[src/rtl/dma_pkg.sv]
// Shared types for the DMA descriptor schedulers: FSM encoding, descriptor
// record layout and the channel error-code width.
package dma_pkg;

  localparam int ERR_W     = 4;
  localparam int DMA_TAG_W = 4;

  typedef enum logic [2:0] {
    IDLE,
    CFG,
    WAIT,
    CLR,
    DRAIN,
    DONE
  } dsched_st_t;

  typedef struct packed {
    logic [31:0]          sa;
    logic [31:0]          len;
    logic [DMA_TAG_W-1:0] tag;
  } dma_desc_t;

endpackage

[src/rtl/dma_desc_sched_fifo.sv]
// Generic synchronous FIFO with extra-MSB pointers; shared by the read and
// write descriptor schedulers. Head entry is presented combinationally.
module sync_fifo #(
  parameter int DEPTH = 4,
  parameter int WIDTH = 68
) (
  input  logic             clk,
  input  logic             reset,
  input  logic             wr_en,
  input  logic [WIDTH-1:0] wr_data,
  output logic             full,
  input  logic             rd_en,
  output logic [WIDTH-1:0] rd_data,
  output logic             empty
);

  localparam int AW = $clog2(DEPTH);

  logic [AW:0]      wptr_q, wptr_d;
  logic [AW:0]      rptr_q, rptr_d;
  logic [WIDTH-1:0] mem_q [DEPTH];
  logic             do_wr, do_rd;

  assign empty = (wptr_q == rptr_q);
  assign full  = (wptr_q[AW] != rptr_q[AW]) && (wptr_q[AW-1:0] == rptr_q[AW-1:0]);

  // A pop frees the slot being written, so a full FIFO may still take a push.
  assign do_rd = rd_en && !empty;
  assign do_wr = wr_en && (!full || do_rd);

  assign wptr_d  = do_wr ? wptr_q + (AW+1)'(1) : wptr_q;
  assign rptr_d  = do_rd ? rptr_q + (AW+1)'(1) : rptr_q;
  assign rd_data = mem_q[rptr_q[AW-1:0]];

  always_ff @(posedge clk) begin
    if (reset) begin
      wptr_q <= '0;
      rptr_q <= '0;
    end else begin
      wptr_q <= wptr_d;
      rptr_q <= rptr_d;
    end
  end

  always_ff @(posedge clk) begin
    if (do_wr) mem_q[wptr_q[AW-1:0]] <= wr_data;
  end

endmodule

[src/rtl/dma_desc_sched.sv]
// Descriptor scheduler for one DMA channel: queues descriptors, issues them
// over cfg_dma, waits for the completion irq (with watchdog) and reports it.
module dma_desc_sched
  import dma_pkg::*;
#(
  parameter int DESC_D = 4,
  parameter int TAG_W  = 4,
  parameter int TO_CYC = 65536
) (
  input  logic             clk,
  input  logic             reset,
  input  logic             desc_valid,
  output logic             desc_ready,
  input  logic [31:0]      desc_sa,
  input  logic [31:0]      desc_len,
  input  logic [TAG_W-1:0] desc_tag,
  output logic             cfg_dma_valid,
  input  logic             cfg_dma_ready,
  output logic [31:0]      cfg_dma_sa,
  output logic [31:0]      cfg_dma_len,
  input  logic             dma_irq,
  input  logic [ERR_W-1:0] dma_err,
  output logic             dma_irq_w1c,
  output logic             done_valid,
  input  logic             done_ready,
  output logic [TAG_W-1:0] done_tag,
  output logic [ERR_W-1:0] done_err,
  output logic             done_zl,
  output logic             done_to,
  output logic             busy
);

  localparam int CNT_W = $clog2(TO_CYC);
  localparam logic [CNT_W-1:0] WD_LAST = CNT_W'(TO_CYC - 1);

  // Same layout as dma_desc_t, but following this instance's TAG_W.
  typedef struct packed {
    logic [31:0]      sa;
    logic [31:0]      len;
    logic [TAG_W-1:0] tag;
  } desc_t;

  function automatic logic [CNT_W-1:0] sat_inc(input logic [CNT_W-1:0] v);
    return (v == {CNT_W{1'b1}}) ? v : v + CNT_W'(1);
  endfunction

  dsched_st_t       st_q;
  logic             cfg_valid_q;
  logic [31:0]      cfg_sa_q, cfg_len_q;
  logic             w1c_q;
  logic             done_valid_q;
  logic [TAG_W-1:0] done_tag_q;
  logic [ERR_W-1:0] done_err_q;
  logic             done_zl_q, done_to_q;
  logic [TAG_W-1:0] cur_tag_q;
  logic [ERR_W-1:0] err_q;
  logic [CNT_W-1:0] wd_q;

  desc_t push_desc, head;
  logic  fifo_full, fifo_empty, fifo_push, fifo_pop;

  assign push_desc = '{sa: desc_sa, len: desc_len, tag: desc_tag};
  assign fifo_push = desc_valid && !fifo_full;
  assign fifo_pop  = (st_q == IDLE) && !fifo_empty;

  sync_fifo #(
    .DEPTH (DESC_D),
    .WIDTH ($bits(desc_t))
  ) u_fifo (
    .clk     (clk),
    .reset   (reset),
    .wr_en   (fifo_push),
    .wr_data (push_desc),
    .full    (fifo_full),
    .rd_en   (fifo_pop),
    .rd_data (head),
    .empty   (fifo_empty)
  );

  always_ff @(posedge clk) begin
    if (reset) begin
      st_q         <= IDLE;
      cfg_valid_q  <= 1'b0;
      cfg_sa_q     <= '0;
      cfg_len_q    <= '0;
      w1c_q        <= 1'b0;
      done_valid_q <= 1'b0;
      done_tag_q   <= '0;
      done_err_q   <= '0;
      done_zl_q    <= 1'b0;
      done_to_q    <= 1'b0;
      wd_q         <= '0;
    end else begin
      w1c_q <= 1'b0;
      unique case (st_q)
        IDLE: begin
          if (!fifo_empty) begin
            if (head.len != 32'd0) begin
              st_q        <= CFG;
              cfg_valid_q <= 1'b1;
              cfg_sa_q    <= head.sa;
              cfg_len_q   <= head.len;
              cur_tag_q   <= head.tag;
            end else begin
              st_q         <= DONE;
              done_valid_q <= 1'b1;
              done_tag_q   <= head.tag;
              done_err_q   <= '0;
              done_zl_q    <= 1'b1;
              done_to_q    <= 1'b0;
            end
          end
        end
        CFG: begin
          if (cfg_dma_ready) begin
            st_q        <= WAIT;
            cfg_valid_q <= 1'b0;
            wd_q        <= '0;
          end
        end
        WAIT: begin
          // A completing irq takes priority over a coincident timeout.
          if (dma_irq) begin
            st_q  <= CLR;
            err_q <= dma_err;
            w1c_q <= 1'b1;
          end else if (wd_q == WD_LAST) begin
            st_q         <= DONE;
            done_valid_q <= 1'b1;
            done_tag_q   <= cur_tag_q;
            done_err_q   <= '0;
            done_zl_q    <= 1'b0;
            done_to_q    <= 1'b1;
          end else begin
            wd_q <= sat_inc(wd_q);
          end
        end
        CLR: begin
          st_q <= DRAIN;
        end
        DRAIN: begin
          // Hold off until the level drops so it cannot complete the next descriptor.
          if (!dma_irq) begin
            st_q         <= DONE;
            done_valid_q <= 1'b1;
            done_tag_q   <= cur_tag_q;
            done_err_q   <= err_q;
            done_zl_q    <= 1'b0;
            done_to_q    <= 1'b0;
          end
        end
        DONE: begin
          if (done_ready) begin
            st_q         <= IDLE;
            done_valid_q <= 1'b0;
          end
        end
        default: st_q <= IDLE;
      endcase
    end
  end

  assign desc_ready    = !fifo_full;
  assign cfg_dma_valid = cfg_valid_q;
  assign cfg_dma_sa    = cfg_sa_q;
  assign cfg_dma_len   = cfg_len_q;
  assign dma_irq_w1c   = w1c_q;
  assign done_valid    = done_valid_q;
  assign done_tag      = done_tag_q;
  assign done_err      = done_err_q;
  assign done_zl       = done_zl_q;
  assign done_to       = done_to_q;
  assign busy          = (st_q != IDLE) || !fifo_empty;

endmodule
[config.mk]
export PLATFORM = sky130hd
export DESIGN_NAME = dma_desc_sched
export DESIGN_NICKNAME = d
export VERILOG_FILES = /design/src/rtl/dma_pkg.sv /design/src/rtl/dma_desc_sched_fifo.sv /design/src/rtl/dma_desc_sched.sv
export SDC_FILE = /design/constraint.sdc
export NUM_CORES = 1
export LEC_CHECK = 0
export CORE_MARGIN = 2
export CORE_UTILIZATION = 60
export CTS_CLUSTER_SIZE = 30
export DETAILED_ROUTE_END_ITERATION = 16
export HOLD_SLACK_MARGIN = 0.08
export PLACE_DENSITY = 0.84
export SYNTH_ARGS = -nofsm -noshare
export SYNTH_HDL_FRONTEND = slang
export SYNTH_HIERARCHICAL = 1
export SYNTH_SLANG_ARGS = --single-unit
[constraint.sdc]
create_clock -name clk -period 8.9 [get_ports clk]
set_input_delay 2.67 -clock clk [delete_from_list [all_inputs] [get_ports clk]]
set_output_delay 2.67 -clock clk [all_outputs]
set_load 0.05 [all_outputs]
* After elaboration in Yosys (flattened, before gate mapping)
Memory sizes are Yosys's and may differ from the RTL's. A register that Yosys moved wholly into a read port is not among the register bits. Cells that the tools add are included.
Cells by class: add/subtract/negate cells 3, equality and inequality tests 19, muxes and demuxes 47, bitwise operators 3, reduce and logical (&&, ||, !) cells 25
Operators with widths (count):
- $mux 16 | 3
- $mux 4 | 10
- $pmux 16 s2 | 1
- $reduce_bool 32->1 | 1
- $pmux 4 s3 | 2
- $mux 3 | 7
- $pmux 3 s6 | 1
- $mux 1 | 17
- $add 16x1->16 const B | 1
- $eq 16x16->1 const B | 1
- $ne 2x2->1 const B | 8
- $reduce_and 4->1 | 3
- $reduce_and 7->1 | 1
- $add 3x1->3 const B | 2
- $eq 3x2->1 const B | 2
- $eq 3x3->1 const B | 2
- $pmux 1 s3 | 2
- $reduce_and 3->1 | 2
- $reduce_and 6->1 | 1
- $reduce_bool 3->1 | 2
- $logic_and 1x1->1 | 5
- $reduce_and 5->1 | 1
- $mux 2 | 2
- $pmux 1 s4 | 1
- 14 further kinds | 19
Storage, ports and cells: register bits 110, memory bits (writable) 272, input port bits 78, output and inout port bits 79, word-level logic and storage cells 113, memories kept 1
Memories:
- u_fifo.mem_q | words 4, width 68, rd ports 1, clocked after memory_dff 1, wr ports 1, RTL line dma_desc_sched_fifo.sv:21 | logic [WIDTH-1:0] mem_q [DEPTH];

* Logic depth before layout (Yosys ltp)
Gate-level depths: netlist of run 1.
depth in word-level cells 8, gate-level depth with buffers 11, mapped depth without buffers 8

* Modules after synthesis
Netlist of run 1, hierarchy kept.
Modules (own cells, without submodules):
- sync_fifo | instances 1, cells an instance 411, area each 10341.2 µm², sequential area each 8328.0 µm²
- dma_desc_sched | instances 1, cells an instance 423, area each 4259.1 µm², sequential area each 2162.1 µm²

* Worst setup path before layout of run 1
Ideal clock, no wire load.
kind input to register, start in desc_valid, end reg u_fifo.wptr_q[2], arrival 5308 ps, slack 3461 ps, stages on the path 4, buffers on the path 0, path through nor2b_1 -> nand2_1 -> a41oi_2 -> mux2_1
On the way: longest elaborated chain between the ends 2
Ends and longest elaborated chain:
- start, declared | RTL line dma_desc_sched.sv:12 | input logic desc_valid,
- $logic_and 1x1->1 | RTL line dma_desc_sched.sv:63 | assign fifo_push = desc_valid && !fifo_full;
- $logic_and 1x1->1 | RTL line dma_desc_sched_fifo.sv:29 | assign do_wr = wr_en && (!full || do_rd);
- end signal, assigned | RTL line dma_desc_sched_fifo.sv:40 | wptr_q <= wptr_d;
- end, declared | RTL line dma_desc_sched_fifo.sv:19 | logic [AW:0] wptr_q, wptr_d;
No other way between the ends. A chain may end at the register's enable or synchronous reset.

* Worst setup path after layout of run 1
start reg u_fifo.wptr_q[1], end out busy
On the way: longest elaborated chain between the ends 3
Ends and longest elaborated chain:
- $eq 3x3->1 | RTL line dma_desc_sched_fifo.sv:24 | assign empty = (wptr_q == rptr_q);
- named net fifo_empty | RTL line dma_desc_sched.sv:60 | logic fifo_full, fifo_empty, fifo_push, fifo_pop;
- $logic_not 1->1 | RTL line dma_desc_sched.sv:173 | assign busy = (st_q != IDLE) || !fifo_empty;
- $logic_or 1x1->1 | RTL line dma_desc_sched.sv:173
- end, declared | RTL line dma_desc_sched.sv:30 | output logic busy
The timed path passes the listed nets, and every way through them passes these cells.

==> results of run 1 <==
critical path: stages, from the launching register on:
cell	delay, ns
dfxtp_1	0.37
xnor2_2	0.40
nand2_1	0.15
nor2_1	0.21
nand2_1	0.10
clkdlybuf4s50_1	0.72
cell usage after synthesis, drive strengths merged (6+ instances only):
library cell	count
clkbuf	18
mux2i	73
ha	6
edfxtp	280
nand2	14
nand4	9
nor2b	7
xnor2	6
inv	14
nor2	88
o21ai	9
a21oi	13
nor3	10
a31o	8
nand2b	7
nor4	14
mux4	68
buf	24
dfxtp	104
per-stage QoR:
| step | power, mW | area, µm² | hold WS (ns) | cells | util |
|---|---|---|---|---|---|
| after floorplan | 3.61 | 14600 | 0.452 | 834 | - |
| after global placement | 4.07 | 16400 | 0.441 | 1276 | 0.681 |
| after detailed placement | 4.11 | 16400 | 0.446 | 1276 | 0.681 |
| after CTS | 5.88 | 17800 | 0.468 | 1347 | 0.739 |
| after global routing | 6.05 | 17800 | 0.489 | 1347 | 0.739 |
| final | 5.83 | 17800 | 0.464 | 1347 | 0.739 |
layout make-up:
type                       count  share of cell area
timing repair buffer         160              0.0892
tap                          324              0.0228
inverter                      14             0.00295
sequential                   384               0.589
multi-input combinational    394               0.217
clock inverter                28              0.0202
clock buffer                  43              0.0586
metal layers:
layer	vias to the layer above	part of all wire
met1	4031	0.40
met4	4	0.028
met2	293	0.51
li1	3576	-
met5	-	0.00080
met3	71	0.062
power breakdown:
| part | leakage [nW] | switching [mW] | internal (mW) |
|---|---|---|---|
| Clock | 0.670 | 0.667 | 1.08 |
| Sequential | 3.42 | 0.168 | 2.16 |
| Combinational | 2.02 | 1.05 | 0.707 |
registers in the layout, summed over array words and instances, names as in the netlist, named ones only:
| register | count |
|---|---|
| u_fifo/rptr_q | 3 |
| st_q | 3 |
| done_valid | 1 |
| cfg_dma_len | 32 |
| done_tag | 4 |
| err_q | 4 |
| cfg_dma_valid | 1 |
| done_zl | 1 |
| dma_irq_w1c | 1 |
| u_fifo/wptr_q | 3 |
| wd_q | 16 |
| u_fifo/mem_q | 272 |
| done_err | 4 |
| cur_tag_q | 4 |
| cfg_dma_sa | 32 |
| done_to | 1 |
cells in the final DEF, fill, tap and decap left out, types with 5 or more instances in the layout:
| cell | instances |
|---|---|
| clkbuf_16 | 41 |
| a21oi_1 | 12 |
| nand4_1 | 8 |
| nand2b_1 | 7 |
| buf_4 | 5 |
| or3_1 | 5 |
| dfxtp_1 | 102 |
| nor2b_1 | 7 |
| ha_1 | 6 |
| clkdlybuf4s50_1 | 155 |
| inv_1 | 14 |
| nand2_1 | 14 |
| mux4_2 | 68 |
| bufinv_16 | 8 |
| clkinvlp_4 | 7 |
| mux2i_1 | 73 |
| a31o_1 | 8 |
| nor4_1 | 13 |
| nor3_1 | 10 |
| nor2_1 | 88 |
| o21ai_0 | 7 |
| edfxtp_1 | 280 |
| clkinv_2 | 7 |
logic make-up after synthesis:
| logic type | after synthesis |
|---|---|
| flops | 384 |
| simple gates | 178 |
| mux | 145 |
| buf+inv | 56 |
| compound gates | 54 |
| xor+xnor | 11 |
| fa+ha+maj | 6 |
how the worst max path moves through the flow:
| stage | to | startpoint | slack, ns |
|---|---|---|---|
| final | busy | u_fifo/wptr_q[1]$_SDFFE_PP0P_ | 3.77 |
| after global routing | cfg_dma_len[30]$_SDFFE_PP0P_ | flip-flop | 3.34 |
| after floorplan | u_fifo/wptr_q[2]$_SDFFE_PP0P_ | desc_valid | 3.46 |
| after CTS | cur_tag_q[2]$_DFFE_PP_ | flip-flop | 3.63 |
| after global placement | cur_tag_q[0]$_DFFE_PP_ | flip-flop | 3.76 |
| after detailed placement | cur_tag_q[0]$_DFFE_PP_ | flip-flop | 3.70 |
==> metrics.csv, run 1 <==
stage,metric,value,unit
floorplan,die width,160,µm
setup_path,capture instance of the worst register-to-register path,cur_tag_q[2]$_DFFE_PP_,
finish,sequential cell area,10500,µm²
setup_path,element type at the critical path start,flip-flop,
drt,routed vias/inst,5.92,
global_route,wire length of the first global-routing pass,47000,µm
logic_synthesis,synthesized-area fraction occupied by xor and xnor cells,0.00814,
timing,Final Worst Setup Slack,3.77,ns
drt,drt total wl,29800,µm
finish,Final Net Count,1077,
logic_synthesis,syn_nets,918,
finish,ratio of cells with drive above 1 in the final layout,0.160,
setup_path,worst r2r path cells,7,
worst_hold_path,hold path start,done_zl$_SDFFE_PP0P_,
logic_synthesis,Ys Warns,6,
global_route,met2 Track Usage GR,0.404,
global_route,number of global-route vias before repair,8372,
global_route,met1 global-route usage,0.318,
clock_network,clock network latency to the later pin of the worst-skew pair,0.52,ns
setup_path,worst reg2reg setup slack,3.78,ns
placement,number of buffers inserted by port buffering,156,
worst_hold_path,min-delay worst type,reg2reg,
placement,routability congestion estimate,0.773,
logic_synthesis,Synth Area in Adders,0.00514,
global_route,Most Crowded Layer GR,met2,
logic_synthesis,netlist area before placement,14600,µm²
clock_network,buffer cell driving the clock tree root,clkbuf_16,
setup_path,nature of the critical path endpoint,output pin,
logic_synthesis,biggest area contributors in the synthesized netlist,"edfxtp_1 (58%), dfxtp_1 (14%), mux4_2 (10%)",
run,Max-cap violations,0,
timing,unrepaired setup endpoints after global routing,no,
drt,total DRC errors in the routed layout,0,
clock_network,"Reg clk slew, reported paths",0.06,ns
drt,DR WL/cell,22.1,µm
clock_network,H-tree levels,2,
clock_network,clock buffers created by TritonCTS,39,
timing,min cycle time layout,5.13,ns
logic_synthesis,largest area contributor in the synthesized netlist,edfxtp_1,
drt,iteration count of the initial detailed-routing pass,5,
logic_synthesis,largest family of logic cells by synthesized area,multiplexers,
timing,final sum of negative setup slack,0,ns
logic_synthesis,share of synthesized flip-flops with an asynchronous set or reset,0,
logic_synthesis,"EDFF count, synth",280,
floorplan,core box area,24100,µm²
logic_synthesis,average instance area after synthesis,17.5,µm²
global_route,pin count of the biggest net entering global routing,92,
logic_synthesis,number of register bits inferred by synthesis,384,
outcome,run status,finished clean,
clock_network,post-cts resize count,0,
timing,portion of the clock cycle consumed by the worst path in the final layout,0.576,
floorplan,row cnt,57,
worst_hold_path,Hold Crit Depth,2,
floorplan,number of top-level design ports,157,
placement,placed wire-length estimate after detailed placement,16600,µm
logic_synthesis,area fraction of the dominant cell type after synthesis,0.576,
finish,final antenna diode count,0,
logic_synthesis,"area fraction in and, or, nand and nor cells after synthesis",0.0614,
timing,final hold vios,0,
setup_path,Worst EP required,6.23,ns
clock_network,post-CTS setup-driven buffer insertion count,0,
drt,ANT nets after route,0,
logic_synthesis,"Top FF cell, synth",edfxtp_1,
floorplan,die height,160,µm
timing,total count of max-transition violations in the final report,0,
worst_hold_path,capture endpoint of the worst hold path,done_zl$_SDFFE_PP0P_,
timing,maximum clock frequency,195,MHz
setup_path,crit path max fanout,6,
clock_network,TritonCTS clock tree,yes,
pwr,power density relative to cell area,328,nW/µm²
global_route,met3 capacity usage during global routing,0.0447,
timing,worst clock skew,0.0158,ns
logic_synthesis,Post-Syn Instances,834,
finish,filler cell count,1409,
placement,worst slack after detailed placement,3.70,ns
clock_network,CTS sink count,384,
pwr,Leak Pwr,6.11,nW
logic_synthesis,multiplexer share of the synthesized area,0.158,
logic_synthesis,share of the synthesized area in compound gates (AO/OA/AOI/OAI),0.0296,
pwr,Max VDD drop,0.000203,V
drt,overall via count from detail_route,7975,
global_route,antenna violations before repair,2,
timing,headroom to the max-slew limit,0.255,
timing,slew of the pin with the lowest slew margin,1.11,ns
timing,setup violators final,0,
finish,total area of multi-input combinational cells,3860,µm²
global_route,gr usage total,0.239,
setup_path,Arrival @ worst endpoint,2.46,ns
floorplan,effective utilization at floorplan,0.606,
clock_network,number of buffers on the longest clock path,3,
clock_network,post-cts hold buffer count,0,
setup_path,Setup CP Type,reg2out,
global_route,GRT Residual Overflow,0,
floorplan,die area,25600,µm²
logic_synthesis,number of unique standard cell types used by synthesis,59,
finish,area grow syn2layout,22.0,%
logic_synthesis,portion of the post-synthesis area used by sequential elements,0.718,
drt,number of DRC markers after the initial detailed-route iteration,691,
Note: power is estimated with default switching activity, not from simulation.
==> run 2, diff against run 1 <==
--- a/config.mk
+++ b/config.mk
@@ -6,11 +6,11 @@
 export NUM_CORES = 1
 export LEC_CHECK = 0
 export CORE_MARGIN = 2
-export CORE_UTILIZATION = 60
+export CORE_UTILIZATION = 51
 export CTS_CLUSTER_SIZE = 30
 export DETAILED_ROUTE_END_ITERATION = 16
 export HOLD_SLACK_MARGIN = 0.08
-export PLACE_DENSITY = 0.84
+export PLACE_DENSITY = 0.76
 export SYNTH_ARGS = -nofsm -noshare
 export SYNTH_HDL_FRONTEND = slang
 export SYNTH_HIERARCHICAL = 1
==> constraint.sdc (replaced) <==
create_clock -name clk -period 4.5 [get_ports clk]
set_input_delay 1.35 -clock clk [delete_from_list [all_inputs] [get_ports clk]]
set_output_delay 1.35 -clock clk [all_outputs]
set_load 0.05 [all_outputs]
==> metrics.csv, run 2 (synthesized netlist as in run 1, its figures left out) <==
stage,metric,value,unit
finish,final non-filler cell total,1414,
finish,Final Net Count,1088,
timing,total count of max-transition violations in the final report,0,
pwr,NetSw,3.67,mW
setup_path,highest-delay cell along the critical path,clkdlybuf4s50_1,
worst_hold_path,Hold Crit Depth,2,
drt,number of DRC markers after the initial detailed-route iteration,705,
finish,area grow syn2layout,22.3,%
placement,post-placement cell area,16600,µm²
setup_path,worst r2r path cells,8,
drt,ANT nets after route,0,
floorplan,effective utilization at floorplan,0.521,
placement,placed wire-length estimate after detailed placement,18900,µm
setup_path,delay contributed by the slowest stage of the critical path,0.72,ns
timing,final hold vios,0,
setup_path,number of cells on the critical path,5,
drt,total DRC errors in the routed layout,0,
finish,fin util,0.637,
drt,overall via count from detail_route,7787,
timing,final sum of negative setup slack,0,ns
global_route,GRT Residual Overflow,0,
outcome,run status,finished clean,
timing,worst clock skew,0.0143,ns
placement,worst slack after detailed placement,0.811,ns
pwr,Sw Share,0.328,
clock_network,post-cts resize count,0,
placement,routability congestion estimate,0.800,
pwr,Max VDD drop,0.000508,V
floorplan,die width,173,µm
setup_path,Arrival @ worst endpoint,2.52,ns
timing,maximum clock frequency,258,MHz
global_route,gr usage total,0.198,
pwr,power density relative to cell area,627,nW/µm²
drt,routed vias/inst,5.51,
clock_network,H-tree levels,2,
clock_network,"Reg clk slew, reported paths",0.06,ns
clock_network,clock buffers created by TritonCTS,39,
pwr,total design power,11.2,mW
floorplan,core box area,28000,µm²
placement,# placed instances,1341,
pwr,design internal power,7.53,mW
drt,DR WL/cell,20.8,µm
clock_network,post-cts hold buffer count,0,
setup_path,crit path max fanout,6,
pwr,proportion of power drawn by combinational gates,0.317,
setup_path,most prevalent standard cell on the critical path,nand2_1,
clock_network,buffer cell driving the clock tree root,clkbuf_16,
clock_network,CTS sink count,384,
finish,post-layout instance area,17900,µm²
setup_path,combined buffer and inverter count along the critical path,1,
timing,headroom to the max-slew limit,0.341,
drt,drt total wl,29400,µm
pwr,fraction of power consumed by sequential logic,0.407,
drt,iteration count of the initial detailed-routing pass,5,
setup_path,crit path cell chain,"xnor2_2, nand2_1, nor2_1, nand2_1, clkdlybuf4s50_1",
run,Max-cap violations,0,
clock_network,number of buffers on the longest clock path,3,
placement,number of buffers inserted by port buffering,156,
global_route,number of global-route vias before repair,8090,
timing,portion of the clock cycle consumed by the worst path in the final layout,0.860,
finish,most common library cell in the layout ignoring fill and taps,edfxtp_1,
global_route,wire length of the first global-routing pass,46000,µm
setup_path,element type at the critical path start,flip-flop,
floorplan,number of top-level design ports,157,
clock_network,clock network latency to the later pin of the worst-skew pair,0.52,ns
pwr,Leak Pwr,6.11,nW
clock_network,TritonCTS clock tree,yes,
setup_path,"delay-heaviest family, CP",buffers and inverters,
floorplan,die height,173,µm
floorplan,row cnt,61,
timing,Final Worst Setup Slack,0.631,ns
finish,ratio of cells with drive above 1 in the final layout,0.157,
clock_network,post-CTS setup-driven buffer insertion count,0,
timing,min cycle time layout,3.87,ns
setup_path,Setup CP Type,reg2out,
finish,highest-count cells in the layout ignoring fill and taps,"edfxtp_1 (280), clkdlybuf4s50_1 (155), dfxtp_1 (102)",
setup_path,nature of the critical path endpoint,output pin,
global_route,antenna violations before repair,2,
pwr,clock group share of total power,0.276,
timing,setup violators final,0,
timing,unrepaired setup endpoints after global routing,no,
global_route,pin count of the biggest net entering global routing,54,
timing,slew of the pin with the lowest slew margin,0.980,ns
setup_path,Worst EP required,3.15,ns
worst_hold_path,min-delay worst type,reg2reg,
finish,"flip-flop count of the largest register, all copies and words added",272,
floorplan,die area,30000,µm²
timing,worst hold-check slack,0.448,ns
==> run 2: cell count changes in the layout (fill, tap and decap cells not counted), sizes merged <==
| cell | delta |
|---|---|
| diode | +2 |
| inv | +3 |
| bufinv | -5 |
| clkinv | -5 |
| buf | +11 |
| clkbuf | +14 |
| clkinvlp | -7 |
==> run 2: power by group through the flow <==
stage | logic [mW] | clock network [mW] | registers [mW]
final | 3.55 | 3.09 | 4.56
after global routing | 3.74 | 3.29 | 4.62
after CTS | 3.58 | 3.15 | 4.57
after detailed placement | 3.56 | 0 | 4.63
after global placement | 3.52 | 0 | 4.62
after floorplan | 1.75 | 0 | 5.39
==> run 2: layer usage <==
metal  part of all wire  up-vias  GRT usage
met1               0.43     3962      0.263
met4              0.018        0     0.0516
met3              0.050       39     0.0383
met2               0.51      196      0.337
met5                  0        -          0
li1                   -     3590          -
==> run 2: cell type report <==
type	instances	area, µm²
tap	378	473
timing repair buffer	171	1730
multi-input combinational	394	3860
clock buffer	57	1070
fill	1955	10200
sequential	384	10500
inverter	14	52.6
clock inverter	14	153
antenna	2	5.00
==> run 2: worst min-delay path, stage by stage (launching register included) <==
cell and delay [ns]:
dfxtp_1 0.31, inv_1 0.05, a21oi_1 0.05
==> run 2: final timing paths <==
| path | endpoint | startpoint | slack, ns |
|---|---|---|---|
| max reg2reg | cfg_dma_len[21]$_SDFFE_PP0P_ | flip-flop | 0.79 |
| max | busy | u_fifo/wptr_q[1]$_SDFFE_PP0P_ | 0.63 |
| min reg2reg | cfg_dma_valid$_SDFFE_PP0P_ | cfg_dma_valid$_SDFFE_PP0P_ | 0.45 |
| min | cfg_dma_valid$_SDFFE_PP0P_ | cfg_dma_valid$_SDFFE_PP0P_ | 0.45 |
==> run 3, diff against run 2 <==
--- a/config.mk
+++ b/config.mk
@@ -5,12 +5,11 @@
 export SDC_FILE = /design/constraint.sdc
 export NUM_CORES = 1
 export LEC_CHECK = 0
-export CORE_MARGIN = 2
-export CORE_UTILIZATION = 51
+export CORE_UTILIZATION = 56
 export CTS_CLUSTER_SIZE = 30
 export DETAILED_ROUTE_END_ITERATION = 16
 export HOLD_SLACK_MARGIN = 0.08
-export PLACE_DENSITY = 0.76
+export PLACE_DENSITY = 0.79
 export SYNTH_ARGS = -nofsm -noshare
 export SYNTH_HDL_FRONTEND = slang
 export SYNTH_HIERARCHICAL = 1
==> constraint.sdc (replaced) <==
create_clock -name clk -period 3.6 [get_ports clk]
set_input_delay 1.08 -clock clk [delete_from_list [all_inputs] [get_ports clk]]
set_output_delay 1.08 -clock clk [all_outputs]
set_load 0.05 [all_outputs]
==> metrics.csv, run 3 (synthesized netlist as in run 1, its figures left out) <==
stage,metric,value,unit
drt,ANT nets after route,0,
clock_network,post-CTS setup-driven buffer insertion count,0,
timing,unrepaired setup endpoints after global routing,no,
floorplan,die area,26700,µm²
outcome,run status,finished clean,
placement,placed wire-length estimate after detailed placement,17800,µm
global_route,pin count of the biggest net entering global routing,56,
drt,DR WL/cell,21.0,µm
finish,sequential cell area,10500,µm²
drt,total DRC errors in the routed layout,0,
finish,area grow syn2layout,22.2,%
placement,number of buffers inserted by port buffering,156,
global_route,number of global-route vias before repair,8007,
timing,final hold vios,0,
clock_network,buffer cell driving the clock tree root,clkbuf_16,
clock_network,post-cts hold buffer count,0,
timing,worst clock skew,0.0257,ns
finish,total area of multi-input combinational cells,3860,µm²
clock_network,TritonCTS clock tree,yes,
timing,final sum of negative setup slack,0,ns
timing,maximum clock frequency,305,MHz
setup_path,highest-delay cell along the critical path,mux4_2,
drt,number of DRC markers after the initial detailed-route iteration,589,
drt,overall via count from detail_route,7863,
floorplan,effective utilization at floorplan,0.575,
timing,Final Worst Setup Slack,0.325,ns
timing,portion of the clock cycle consumed by the worst path in the final layout,0.910,
floorplan,core box area,25400,µm²
setup_path,combined buffer and inverter count along the critical path,2,
timing,headroom to the max-slew limit,0.589,
timing,total count of max-transition violations in the final report,0,
setup_path,crit path cell chain,"buf_12, mux4_2, nor4_1, nand4_1, o21ai_4, buf_12, mux2i_1, nor2_1",
pwr,power density relative to cell area,780,nW/µm²
global_route,wire length of the first global-routing pass,44500,µm
floorplan,number of top-level design ports,157,
worst_hold_path,hold path start,cfg_dma_valid$_SDFFE_PP0P_,
pwr,Leak Pwr,6.15,nW
global_route,antenna violations before repair,2,
pwr,Max VDD drop,0.000591,V
global_route,GRT Residual Overflow,0,
floorplan,die width,163,µm
clock_network,clock network latency to the later pin of the worst-skew pair,0.53,ns
placement,worst slack after detailed placement,0.313,ns
drt,drt total wl,28700,µm
finish,highest-count cells in the layout ignoring fill and taps,"edfxtp_1 (280), clkdlybuf4s50_1 (153), dfxtp_1 (102)",
run,Max-cap violations,0,
finish,most common library cell in the layout ignoring fill and taps,edfxtp_1,
timing,slew of the pin with the lowest slew margin,0.616,ns
drt,routed vias/inst,5.75,
placement,routability congestion estimate,0.805,
setup_path,nature of the critical path endpoint,flip-flop,
clock_network,CTS sink count,384,
drt,iteration count of the initial detailed-routing pass,5,
setup_path,delay contributed by the slowest stage of the critical path,0.56,ns
timing,setup violators final,0,
clock_network,number of buffers on the longest clock path,3,
setup_path,crit path max fanout,42,
worst_hold_path,min-delay worst type,reg2reg,
floorplan,die height,163,µm
global_route,gr usage total,0.221,
setup_path,most prevalent standard cell on the critical path,buf_12,
setup_path,element type at the critical path start,flip-flop,
finish,final antenna diode count,0,
clock_network,"Reg clk slew, reported paths",0.06,ns
finish,"flip-flop count of the largest register, all copies and words added",272,
finish,filler cell count,1604,
setup_path,"delay-heaviest family, CP",simple AND/OR/NAND/NOR gates,
floorplan,row cnt,58,
setup_path,Worst EP required,3.99,ns
clock_network,clock buffers created by TritonCTS,37,
timing,min cycle time layout,3.28,ns
setup_path,Arrival @ worst endpoint,3.66,ns
clock_network,H-tree levels,2,
finish,Final Net Count,1093,
finish,ratio of cells with drive above 1 in the final layout,0.162,
setup_path,Setup CP Type,reg2reg,
==> run 3: cell types whose count changed in the layout (fill, tap and decap cells not counted), sizes merged <==
cell,change
bufinv,-2
clkbuf,-4
inv,-2
buf,+7
diode,-2
clkinv,+4
clkdlybuf4s50,-2
dlymetal6s2s,+2
==> run 3: worst paths after layout <==
check / cells past startpoint / slack (ns) / endpoint
setup / recovery: 8 / 0.32 / cfg_dma_sa[0]$_SDFFE_PP0P_
hold / removal: 2 / 0.46 / cfg_dma_valid$_SDFFE_PP0P_
setup reg to reg: 8 / 0.32 / cfg_dma_sa[0]$_SDFFE_PP0P_
hold reg to reg: 2 / 0.46 / cfg_dma_valid$_SDFFE_PP0P_
==> run 3: report_power, final <==
part           total (mW)  switching, mW  internal, mW
Sequential           5.70          0.371          5.32
Clock                3.68           1.57          2.11
Combinational        4.55           2.67          1.87
==> run 3: worst reg2reg max path, delay by kind of cell, from the launching register on <==
family | cells | cell delay (ns)
compound gates | 1 | 0.32
mux | 2 | 0.89
simple gates | 3 | 0.88
flops | 1 | 0.47
buf+inv | 2 | 0.59
==> run 3: final cells by class <==
class,instances,area share
clock inverter,14,0.00652
timing repair buffer,178,0.104
inverter,14,0.00295
clock buffer,53,0.0587
sequential,384,0.588
tap,330,0.0231
multi-input combinational,394,0.216
==> run 3: per-stage QoR <==
step | std cells | hold WS [ns] | instance area, µm² | power, mW | utilization
6_report | 1367 | 0.460 | 17800 | 13.9 | 0.703
5_1_grt | 1367 | 0.482 | 17800 | 14.5 | 0.703
4_1_cts | 1367 | 0.461 | 17800 | 14.0 | 0.702
3_5_place_dp | 1300 | 0.437 | 16700 | 10.3 | 0.657
3_3_place_gp | 1300 | 0.433 | 16700 | 10.3 | 0.657
2_1_floorplan | 834 | 0.452 | 14600 | 8.93 | -
==> run 3: metal layers <==
metal | share of wire | global-route usage
met1 | 0.42 | 0.294
met3 | 0.065 | 0.0493
met2 | 0.50 | 0.370
met4 | 0.018 | 0.0556
met5 | 0.0011 | 0
==> run 3: repair_timing <==
| action | CTS | global route |
|---|---|---|
| resized for setup | 0 | 2 |
| setup endpoints to repair | 0 | 2 |
| hold endpoints to repair | 0 | 0 |
